[config.mk]
export PLATFORM = sky130hd
export DESIGN_NAME = fetch_sequencer
export DESIGN_NICKNAME = d
export VERILOG_FILES = /design/src/rtl/fetch_sequencer_pkg.sv /design/src/rtl/fetch_sequencer.sv
export SDC_FILE = /design/constraint.sdc
export NUM_CORES = 1
export LEC_CHECK = 0
export BUFFER_PORTS_ARGS = -buffer_cell sky130_fd_sc_hd__buf_2
export CAP_MARGIN = 20
export CORE_ASPECT_RATIO = 0.9
export CORE_UTILIZATION = 45
export DETAILED_ROUTE_END_ITERATION = 10
export PLACE_DENSITY = 0.73
export SKIP_CTS_REPAIR_TIMING = 1
export SYNTH_ARGS = -nofsm -noshare
export SYNTH_HDL_FRONTEND = slang
export SYNTH_SLANG_ARGS = --single-unit
[constraint.sdc]
create_clock -name clk -period 4.97 [get_ports clk]
set_clock_uncertainty 0.2 [all_clocks]
set_input_delay 0.497 -clock clk [delete_from_list [all_inputs] [get_ports clk]]
set_output_delay 0.497 -clock clk [all_outputs]
set_load 0.1 [all_outputs]
[src/rtl/fetch_sequencer_pkg.sv]
// ---------------------------------------------------------------------------
// fetch_sequencer_pkg
// Shared LC-3 definitions for the fetch/decode sequencer: controller state
// encoding, opcode constants and PC source select encodings.
// ---------------------------------------------------------------------------
package fetch_sequencer_pkg;

    typedef enum logic [3:0] {
        ST_IDLE    = 4'd0,
        ST_FETCH1  = 4'd1,
        ST_FETCH2  = 4'd2,
        ST_FETCH3  = 4'd3,
        ST_DECODE  = 4'd4,
        ST_BR      = 4'd5,
        ST_JMP     = 4'd6,
        ST_JSR1    = 4'd7,
        ST_JSR2    = 4'd8,
        ST_EXEC    = 4'd9,
        ST_ILLEGAL = 4'd10
    } seq_state_t;

    // Opcodes the sequencer handles itself; everything else goes to EXEC.
    localparam logic [3:0] OP_BR       = 4'b0000;
    localparam logic [3:0] OP_JSR      = 4'b0100;
    localparam logic [3:0] OP_JMP      = 4'b1100;
    localparam logic [3:0] OP_RSVD_DEF = 4'b1101;

    // PC source select.
    localparam logic [1:0] PCSEL_INC  = 2'd0;
    localparam logic [1:0] PCSEL_ADDR = 2'd1;
    localparam logic [1:0] PCSEL_BUS  = 2'd2;

endpackage

[src/rtl/fetch_sequencer.sv]
// ---------------------------------------------------------------------------
// fetch_sequencer
// LC-3 style instruction fetch/decode sequencer. Fetches an instruction via
// MAR/MDR/IR, decodes the opcode, handles BR/JMP/JSR control flow directly
// and hands every other legal opcode to an external execute unit. Counts
// retired instructions; traps on the reserved opcode until reset.
//
// Ports
//   clk, rst            clock, asynchronous active-high reset
//   run                 1 = keep fetching; 0 = stop at next instruction end
//   mem_ready           memory read data valid
//   ir_op, ir_nzp       IR[15:12], IR[11:9]
//   cc_nzp              current condition codes
//   exec_done           execute unit finished the dispatched instruction
//   ld_pc, pc_sel       PC load strobe and source (INC/ADDR/BUS)
//   gate_pc/mdr/sr1     bus drivers
//   ld_mar/mdr/ir/r7    register load strobes
//   mem_en              memory read request
//   exec_start          one-cycle dispatch pulse
//   busy, illegal       instruction in flight; illegal opcode trapped
//   retired             completed-instruction count (wraps)
// ---------------------------------------------------------------------------
module fetch_sequencer
    import fetch_sequencer_pkg::*;
#(
    parameter int          RETIRE_W = 16,
    parameter logic [3:0]  OP_RSVD  = OP_RSVD_DEF
) (
    input  logic                clk,
    input  logic                rst,
    input  logic                run,
    input  logic                mem_ready,
    input  logic [3:0]          ir_op,
    input  logic [2:0]          ir_nzp,
    input  logic [2:0]          cc_nzp,
    input  logic                exec_done,
    output logic                ld_pc,
    output logic [1:0]          pc_sel,
    output logic                gate_pc,
    output logic                gate_mdr,
    output logic                gate_sr1,
    output logic                ld_mar,
    output logic                ld_mdr,
    output logic                ld_ir,
    output logic                ld_r7,
    output logic                mem_en,
    output logic                exec_start,
    output logic                busy,
    output logic                illegal,
    output logic [RETIRE_W-1:0] retired
);

    seq_state_t state, next_state;
    logic       dispatch;   // high during the first EXEC cycle only
    logic       instr_end;

    always_ff @(posedge clk or posedge rst) begin
        if (rst) begin
            state    <= ST_IDLE;
            dispatch <= 1'b0;
            retired  <= '0;
        end else begin
            state    <= next_state;
            dispatch <= (state == ST_DECODE) && (next_state == ST_EXEC);
            if (instr_end) begin
                retired <= retired + RETIRE_W'(1);
            end
        end
    end

    always_comb begin
        next_state = state;
        instr_end  = 1'b0;
        ld_pc      = 1'b0;
        pc_sel     = PCSEL_INC;
        gate_pc    = 1'b0;
        gate_mdr   = 1'b0;
        gate_sr1   = 1'b0;
        ld_mar     = 1'b0;
        ld_mdr     = 1'b0;
        ld_ir      = 1'b0;
        ld_r7      = 1'b0;
        mem_en     = 1'b0;
        exec_start = 1'b0;
        illegal    = 1'b0;
        busy       = (state != ST_IDLE);

        case (state)
            ST_IDLE: begin
                if (run) begin
                    next_state = ST_FETCH1;
                end
            end
            ST_FETCH1: begin
                gate_pc    = 1'b1;
                ld_mar     = 1'b1;
                ld_pc      = 1'b1;
                pc_sel     = PCSEL_INC;
                next_state = ST_FETCH2;
            end
            ST_FETCH2: begin
                // Read request stays up until memory answers; no timeout.
                mem_en = 1'b1;
                if (mem_ready) begin
                    ld_mdr     = 1'b1;
                    next_state = ST_FETCH3;
                end
            end
            ST_FETCH3: begin
                gate_mdr   = 1'b1;
                ld_ir      = 1'b1;
                next_state = ST_DECODE;
            end
            ST_DECODE: begin
                // Reserved opcode is checked first so an override that
                // collides with a control-flow opcode still traps.
                if (ir_op == OP_RSVD) begin
                    next_state = ST_ILLEGAL;
                end else if (ir_op == OP_BR) begin
                    next_state = ST_BR;
                end else if (ir_op == OP_JMP) begin
                    next_state = ST_JMP;
                end else if (ir_op == OP_JSR) begin
                    next_state = ST_JSR1;
                end else begin
                    next_state = ST_EXEC;
                end
            end
            ST_BR: begin
                if (|(ir_nzp & cc_nzp)) begin
                    ld_pc  = 1'b1;
                    pc_sel = PCSEL_ADDR;
                end
                instr_end = 1'b1;
            end
            ST_JMP: begin
                gate_sr1  = 1'b1;
                ld_pc     = 1'b1;
                pc_sel    = PCSEL_BUS;
                instr_end = 1'b1;
            end
            ST_JSR1: begin
                gate_pc    = 1'b1;
                ld_r7      = 1'b1;
                next_state = ST_JSR2;
            end
            ST_JSR2: begin
                ld_pc = 1'b1;
                if (ir_nzp[2]) begin
                    pc_sel = PCSEL_ADDR;
                end else begin
                    pc_sel   = PCSEL_BUS;
                    gate_sr1 = 1'b1;
                end
                instr_end = 1'b1;
            end
            ST_EXEC: begin
                // exec_done during the dispatch cycle belongs to nothing we
                // issued, so it is ignored.
                if (dispatch) begin
                    exec_start = 1'b1;
                end else if (exec_done) begin
                    instr_end = 1'b1;
                end
            end
            ST_ILLEGAL: begin
                illegal = 1'b1;
            end
            default: begin
                next_state = ST_IDLE;
            end
        endcase

        if (instr_end) begin
            next_state = run ? ST_FETCH1 : ST_IDLE;
        end
    end

endmodule

# Word level (Yosys, flattened, before mapping)
# Index checks and enable logic that the tools add are counted.
# word_totals
regBits	21
latchBits	0
mem_bits_rw	0
mem_bits_ro	0
input_bits	15
output_inout_bits	30
wordCells	57
mem_count	0
# op_classes
add_sub_neg	1
multipliers	0
div_mod_pow	0
order_cmp	0
n_eq_ne	14
shift	0
mux	29
bitwise_logic	1
reduce_logical	9
# ops
op	count
$mux W4	7
$pmux W4 S7	1
$eq A4 B4 Y1 const B	6
$eq A4 B3 Y1 const B	5
$add A16 B1 Y16 const B	1
$mux W1	16
$reduce_or A3 Y1	3
$eq A4 B2 Y1 const B	2
$logic_not A4 Y1	2
$pmux W1 S2	3
$pmux W2 S3	1
$reduce_or A5 Y1	1
$eq A4 B1 Y1 const B	1
$reduce_bool A4 Y1	1
$and A3 B3 Y3	1
$mux W2	1
$reduce_or A2 Y1	1
$logic_and A1 B1 Y1	1

# Depth between registers and ports, before layout
# Gate-level depths: netlist of run 1.
# logic_depth
ltp_word	9
ltp_mapped	6
ltp_nobuf	5

# Worst setup path before layout of run 1
# Ideal clock, no wire load.
# synth_path
kind	register to output
from	register state[1]
to	output gate_pc
arrival_time_ns	2.917
t_required_ns	4.273
setup_slack_ns	1.356
path_stages_with_launch	4
path_buffers	1
cell_sequence	dfrtp_1 > clkbuf_1 > inv_1 > o21ai_0
# synth_between
elab_chain_len	3
word_cells_on_any_way	4
cone_classes	eq/ne (2); mux (1); reduce/logical (1)
# synth_lines
element	line_no	source
start: declaration	fetch_sequencer.sv:53	seq_state_t state, next_state;
start signal: assignment	fetch_sequencer.sv:63	state <= next_state;
$eq A4 B3 Y1 or $eq A4 B1 Y1 (tied branches)	fetch_sequencer.sv:88	case (state)
$reduce_or A2 Y1 (no source line) (*)	--	
$mux W1 (*)	fetch_sequencer.sv:88	
end: declaration	fetch_sequencer.sv:39	output logic gate_pc,
# Every way passes the cells marked *; elsewhere a longest branch is shown, timed or not.

# Worst setup path after layout of run 1
# layout_path
from	register state[3]
to	output ld_pc
# layout_between
elab_chain_len	3
word_cells_on_any_way	6
cone_classes	eq/ne (4); mux (1); reduce/logical (1)
# layout_lines
element	line_no	source
$eq A4 B4 Y1, or another cell as far along	fetch_sequencer.sv:88	
$reduce_or A3 Y1 (no source line)	--	
$pmux W1 S2 (*)	fetch_sequencer.sv:88	
end: declaration	fetch_sequencer.sv:37	output logic ld_pc,
# Marked as above.

==> results of run 1 <==
## worst paths after layout
path | start | endpoint | slack [ps]
max in group asynchronous | rst | state[2]$_DFF_PP0_ | 3940
min | rst | retired[5]$_DFFE_PP0P_ | 110
max | state[3]$_DFF_PP0_ | ld_pc | 1940
min in group clk | run | state[0]$_DFF_PP0_ | 240
max reg2reg | state[0]$_DFF_PP0_ | retired[1]$_DFFE_PP0P_ | 2490
min reg2reg | retired[15]$_DFFE_PP0P_ | retired[15]$_DFFE_PP0P_ | 290
## per-layer routing
metal,GRT usage,share of wire
met5,0,0
met2,0.295,0.46
met4,0.0476,0.0095
met1,0.283,0.49
met3,0.0513,0.035
## final cells by class
class,count,area [um^2]
fill,270,1210
tap,40,50.0
sequential,21,526
clock inverter,1,5.00
timing repair buffer,44,220
clock buffer,3,22.5
inverter,10,37.5
multi-input combinational,98,681
## registers in the layout, summed over array words and instances (netlist names)
register  flops
dispatch      1
state         4
retired      16
## layout by cell type (no fill, tap or decap), types with 4 or more instances in the layout
| master | n |
|---|---|
| buf_2 | 44 |
| dfrtp_1 | 21 |
| xnor2_1 | 14 |
| nor2_1 | 13 |
| inv_1 | 10 |
| o2111ai_1 | 7 |
| o21ai_0 | 6 |
| o211ai_1 | 5 |
| nor3_1 | 5 |
| and3_1 | 4 |
| nand2_1 | 4 |
## critical path: cells and delay by family (launching register included)
| kind | cells | cell delay, ps |
|---|---|---|
| AOI/OAI and AO/OA | 2 | 520 |
| and+or+nand+nor | 1 | 470 |
| DFF | 1 | 600 |
| buffers and inverters | 1 | 420 |
## through the flow
step | setup slack (ps) | cell area (um^2) | utilization | cells
2_1_floorplan | 1360 | 1310 | - | 140
3_3_place_gp | 2380 | 1510 | 0.551 | 213
3_5_place_dp | 2320 | 1510 | 0.551 | 213
6_report | 1940 | 1540 | 0.561 | 217
4_1_cts | 1950 | 1540 | 0.561 | 217
5_1_grt | 1770 | 1540 | 0.561 | 217
## cell families after synthesis
group,Yosys count
adders and majority gates,1
xor gates and xnor gates,16
AOI/OAI and AO/OA,35
muxes,1
buffers and inverters,21
and+or+nand+nor,45
DFF,21
==> results.cfg, run 1 <==
[outcome]
outcome = complete, no violations

[drt]
final_ant_viol_nets = 0
drt_wl_total_um = 2830
drc = 0
route.detailed.vias_per_inst = 5.51
drtIter0Drc = 31
wire_per_inst_um = 13.1
firstDrtPassIters = 4
via_count = 1195

[sta]
slew_headroom = 0.463
setup_viol_count_final = 0
rsz0062_at_grt = false
tightest_pin_transition_ps = 804
achievable-frequency_mhz = 330
final-max-slew-violation-count = 0
fin_crit_ps = 3030
hold_ws_ps = 107
period_share = 0.611
final-hold-violation-count = 0
fin_setup_tns_ps = 0

[synthesis]
synth_mux_area_frac = 0.00863
synth_enable_flop_cells = 0
yosysWarnings = 0
primary_ff_master_synth = dfrtp_1
synth-async-reset-ratio = 1.00
synth.top_cells.by_count = dfrtp_1, xnor2_1, nor2_1, inv_1, o2111ai_1
synth.top_cells.by_area = dfrtp_1, xnor2_1, o2111ai_1
synth_simple_gate_area_share = 0.189
ys_ff_latch = 21
post_synth_instance_area_mm2 = 0.00131
synth_top_family_by_area = compound AO/OA/AOI/OAI gates
synthDistinctLibCells = 42
syn_nets = 156
synth.avg_cell_area_um2 = 9.32
synthMostInstantiatedCell = dfrtp_1
post_synth_inst_count = 140
yosys.area_share.adder = 0.00959
synth_area_leader_cell = dfrtp_1
synth_compound_gate_area_share = 0.207
synth.yosys.seq_area_share = 0.403
synth_xor_xnor_area_share = 0.107
yosysTopAreaCellShare = 0.403

[global_routing]
grt_overflow = 0
grt_start_max_net_pins = 22
via_count_of_the_first_global_routing_pass = 1006
grt_antenna_before_repair = 0
first_pass_grt_wire_length_um = 4620
grt_use_total = 0.198

[die]
io-pin-count = 45
dieHeight_um = 53.1
start_util = 0.475
num_rows = 18
floorplan.die_area_mm2 = 0.00312
core_region_area_mm2 = 0.00275
die_x_um = 58.8

[cells_and_area]
finalNetCount = 194
layout_overhead_on_the_synthesized_area_pct = 18.1
antenna_cells = 0
drive_gt1_frac = 0.305

[flow_run]
drv.max_cap_violation_count = 0

[clock_network]
clkSlewWorstSetupHoldPaths_ps = 130
h-tree-depth = 1
cts_made_buffers = 3
tritoncts = done
ctsLongestPathBuffers = 2
clk-insertion-delay-late_ps = 320
cts.sinks = 21
clock_tree.root_cell = clkbuf_4

[critical_path]
critical_path.startpoint_type = flip-flop
cp-end-kind = primary output
critPathMaxFanout = 16
critical_path_required_ps = 4270
critical_path_arrival_ps = 2340
worst-r2r-cell-count = 4
critical_path.slowest_cell = dfrtp_1
cpPeakStageDelay_ps = 600
startpoint_to_endpoint_class_of_the_critical_path = flip-flop to primary output
critical_path.cell_chain = or3b_4 -> a21oi_4 -> a31o_2 -> buf_2

[placed_design]
gp_congestion = 0.876
hpwlAfterDp_um = 2050
number_of_port_buffers = 44

[hold_path]
min_path_type = input pin to async pin
Power of run 1 is not shown: default switching activity piles up to over one toggle a cycle in this logic, so the estimate is an artifact.
==> run 2, diff against run 1 <==
Clock period 4.97 ns to 3.12 ns, I/O delays scaled along.
==> run 2 against run 1 <==
Utilization is 0.82 points higher. Critical path depth unchanged. Global-route usage down 1.2 points. Critical endpoint is now gate_sr1. Largest cell class unchanged.
==> results.cfg, run 2 (synthesized netlist as in run 1, its figures left out) <==
[die]
core_region_area_mm2 = 0.00275
die_x_um = 58.8
floorplan.die_area_mm2 = 0.00312
num_rows = 18
start_util = 0.475
dieHeight_um = 53.1
io-pin-count = 45

[cells_and_area]
commonest_cells_after_routing_fill_and_taps_aside = buf_2, dfrtp_1, xnor2_1
layout_overhead_on_the_synthesized_area_pct = 19.8
largest_register_ff_count = 16
largest-register = retired
fill_cells = 278
final_common_cell = buf_2
biggestRegsByFlops = retired (16), state (4), dispatch (1)
finalNetCount = 196
antenna_cells = 0
drive_gt1_frac = 0.313

[sta]
tightest_pin_transition_ps = 779
final-hold-violation-count = 0
slew_headroom = 0.480
timing.final.ws_setup_ps = 526
fin_crit_ps = 2590
period_share = 0.831
setup_viol_count_final = 0
achievable-frequency_mhz = 385
fin_setup_tns_ps = 0
rsz0062_at_grt = false
final-max-slew-violation-count = 0

[outcome]
outcome = complete, no violations

[drt]
drt_wl_total_um = 2850
drc = 0
route.detailed.vias_per_inst = 5.43
via_count = 1190
wire_per_inst_um = 13.0
firstDrtPassIters = 4
final_ant_viol_nets = 0
drtIter0Drc = 51

[critical_path]
worst-r2r-cell-count = 4
timing.rr.start = state[0]$_DFF_PP0_
cpPeakStageDelay_ps = 610
critical_path.slowest_cell = dfrtp_1
critical_path_required_ps = 2610
critical_path_arrival_ps = 2080
critical_path.startpoint_type = flip-flop
critPathMaxFanout = 14
timing.rr.end = retired[1]$_DFFE_PP0P_
critical_path.cell_chain = or3b_4 -> o21a_1 -> nor2_1 -> buf_2
timing.critical_path.buf_inv = 1
register_to_register_path_setup_slack_ps = 700
cp-end-kind = primary output
startpoint_to_endpoint_class_of_the_critical_path = flip-flop to primary output
timing.critical_path.max_delay_family = flip-flops

[global_routing]
grt_overflow = 0
grt_antenna_before_repair = 0
via_count_of_the_first_global_routing_pass = 999
grt_use_total = 0.186
grt_start_max_net_pins = 22
first_pass_grt_wire_length_um = 4410

[hold_path]
min_path_type = input pin to flip-flop
holdCritStartpoint = run
hold_path_end = state[0]$_DFF_PP0_
holdPathStages = 2

[clock_network]
ctsLongestPathBuffers = 2
clk-insertion-delay-late_ps = 300
clkSlewWorstSetupHoldPaths_ps = 110
tritoncts = done
h-tree-depth = 1
cts.sinks = 21
clock_tree.root_cell = clkbuf_4
cts_made_buffers = 3

[flow_run]
drv.max_cap_violation_count = 0

[placed_design]
hpwlAfterDp_um = 2130
gp_congestion = 0.846
placement.setup.worst_slack_ps = 719
number_of_port_buffers = 44
[run 2: cell count changes in the layout (fill, tap and decap cells not counted), sizes merged]
cell         previous run  this run
buf                    44        45
dlygate4sd3             0         1
[run 2: final cells by class]
| cell class | count | area [um^2] | area share |
|---|---|---|---|
| clock buffers | 3 | 22.5 | 0.0144 |
| clock inverters | 1 | 5.00 | 0.00320 |
| inverters | 10 | 37.5 | 0.0240 |
| multi-input cells | 98 | 686 | 0.438 |
| flip-flops and latches | 21 | 526 | 0.336 |
| well taps | 40 | 50.0 | 0.0320 |
| repair buffers | 46 | 238 | 0.152 |
[run 2: worst max-delay path by stage]
stage | end | cells after the start | from | slack, ps
after floorplan | pc_sel[0] | 5 | state[2]$_DFF_PP0_ | 220
after global placement | retired[1]$_DFFE_PP0P_ | 4 | state[0]$_DFF_PP0_ | 820
after detailed placement | retired[1]$_DFFE_PP0P_ | 4 | state[0]$_DFF_PP0_ | 720
after CTS | pc_sel[1] | 4 | state[3]$_DFF_PP0_ | 520
after global routing | gate_sr1 | 4 | state[3]$_DFF_PP0_ | 410
final | gate_sr1 | 4 | state[3]$_DFF_PP0_ | 530
[run 2: stage by stage]
stage                     cell area, um^2  instances   util  hold slack (ps)
after floorplan                      1310        140      -             88.5
after global routing                 1560        219  0.569             64.1
after global placement               1530        214  0.556              260
after CTS                            1550        218  0.566            -54.2
final                                1560        219  0.569             63.9
after detailed placement             1530        214  0.556              268
[run 2: layer usage]
layer	wire [um]	up-vias	part of all wire	global-route usage
met5	0	-	0	0
met4	9	0	0.0032	0.0159
met3	129	2	0.045	0.0440
met2	1350	38	0.48	0.311
met1	1350	564	0.47	0.253
li1	-	586	-	-
Power of run 2 is left out for the same reason.
==> run 3, diff against run 2 <==
Settings changed: CORE_UTILIZATION 45 to 44, PLACE_DENSITY 0.73 to 0.74.
Clock period 3.12 ns to 2.3 ns, I/O delays scaled along.
==> run 3 against run 2 <==
Register-to-register slack got worse by 390 ps. Hold slack improved by 67 ps. Setup slack got worse by 520 ps. Die area rose by 2.2%. First-iteration DRC count rose by 2.0%. Sequential share of layout area fell by 3.7 points. Design area rose by 14%. Utilization rose by 7.6 points. Sequential cell count did not move. Global-route usage rose by 1.4 points. Cell count rose by 6.4%.
==> results.cfg, run 3 (synthesized netlist as in run 1, its figures left out) <==
[cells_and_area]
commonest_cells_after_routing_fill_and_taps_aside = buf_2, buf_4, xnor2_1, dfrtp_1
drive_gt1_frac = 0.415
finalNetCount = 210
final_common_cell = buf_2
largest-register = retired
final_cell_area_mm2 = 0.00179
layout_overhead_on_the_synthesized_area_pct = 36.9
largest_register_ff_count = 16
antenna_cells = 0
biggestRegsByFlops = retired (16), state (4), dispatch (1)

[sta]
period_share = 0.996
achievable-frequency_mhz = 437
timing.final.ws_setup_ps = 10.2
setup_viol_count_final = 0
fin_setup_tns_ps = 0
slew_headroom = 0.480
fin_crit_ps = 2290
final-hold-violation-count = 0
hold_ws_ps = 131
final-max-slew-violation-count = 0
tightest_pin_transition_ps = 780
rsz0062_at_grt = true

[die]
dieHeight_um = 53.7
start_util = 0.471
core_region_area_mm2 = 0.00277
floorplan.die_area_mm2 = 0.00319
num_rows = 18
io-pin-count = 45
die_x_um = 59.4

[drt]
final_ant_viol_nets = 0
drtIter0Drc = 52
firstDrtPassIters = 4
route.detailed.vias_per_inst = 5.48
drt_wl_total_um = 3250
wire_per_inst_um = 13.9
via_count = 1276
drc = 0

[power]
finalPower_mw = 2.65
power_per_cell_area_mw_per_mm2 = 1490
p_leak_nw = 0.832
worst_ir_drop_on_vdd_mv = 1.21

[placed_design]
hpwlAfterDp_um = 2310
number_of_port_buffers = 44
gp_congestion = 0.833
placement.setup.worst_slack_ps = 227
placedInstanceArea_mm2 = 0.00166

[clock_network]
clkSlewWorstSetupHoldPaths_ps = 120
cts.sinks = 21
tritoncts = done
clk-insertion-delay-late_ps = 310
h-tree-depth = 1
cts_made_buffers = 3
clock_tree.root_cell = clkbuf_4
ctsLongestPathBuffers = 2

[global_routing]
grt_overflow = 0
via_count_of_the_first_global_routing_pass = 1079
grt_use_total = 0.200
grt_antenna_before_repair = 0
first_pass_grt_wire_length_um = 4800
grt_start_max_net_pins = 22

[critical_path]
critical_path.startpoint_type = flip-flop
startpoint_to_endpoint_class_of_the_critical_path = flip-flop to primary output
critPathMaxFanout = 10
timing.critical_path.max_delay_family = buffers and inverters
cpPeakStageDelay_ps = 480
critical_path_required_ps = 1870
critical_path.cell_chain = buf_4 -> nor2_1 -> and3_2 -> buf_2
critical_path.slowest_cell = dfrtp_2
critical_path_arrival_ps = 1860
cp-end-kind = primary output
timing.critical_path.buf_inv = 2

[outcome]
outcome = complete, no violations

[hold_path]
min_path_type = input pin to flip-flop

[flow_run]
drv.max_cap_violation_count = 0
## run 3: cell types whose count changed in the layout (fill, tap and decap cells not counted), sizes merged
cell         previous run  this run
buf                    45        57
dlygate4sd3             1         2
clkbuf                  3         4
## run 3: cell type report
cell class                 instances  area [um^2]
fill                             231          983
clock inverter                     1         5.00
tap                               40         50.0
clock buffer                       3         22.5
multi-input combinational         98          706
sequential                        21          534
timing repair buffer              60          432
inverter                          10         37.5
## run 3: worst min-delay path, delay by kind of cell
kind                   cells  cell delay, ps
AOI/OAI and AO/OA          1              60
and+or+nand+nor            1             180
buffers and inverters      1             100
## run 3: worst paths after layout
path                                    startpoint                       to  slack, ps  cells past startpoint
max in group asynchronous                      rst       state[1]$_DFF_PP0_        970                      3
min in group asynchronous                      rst  retired[11]$_DFFE_PP0P_        390                      3
min                                       ir_op[1]       dispatch$_DFF_PP0_        130                      3
max reg2reg                     state[3]$_DFF_PP0_   retired[5]$_DFFE_PP0P_        310                      6
min reg2reg                retired[15]$_DFFE_PP0P_  retired[15]$_DFFE_PP0P_        280                      1
max                             state[3]$_DFF_PP0_                 gate_mdr         10                      4
## run 3: per-stage QoR
step                 util  cells
global route        0.645    233
floorplan               -    140
global placement    0.598    218
finish              0.645    233
CTS                 0.608    222
detailed placement  0.598    218
## run 3: where the power goes
part	switching, mW	internal, mW
Sequential	0.142	0.455
Clock	0.116	0.0650
Combinational	1.37	0.509
Total	1.62	1.03
## run 3: layer usage
layer | GRT usage | part of all wire
met1 | 0.271 | 0.45
met2 | 0.311 | 0.51
met3 | 0.0481 | 0.037
met4 | 0.0754 | 0.0086
met5 | 0 | 0
Note: power is estimated with default switching activity, not from simulation.
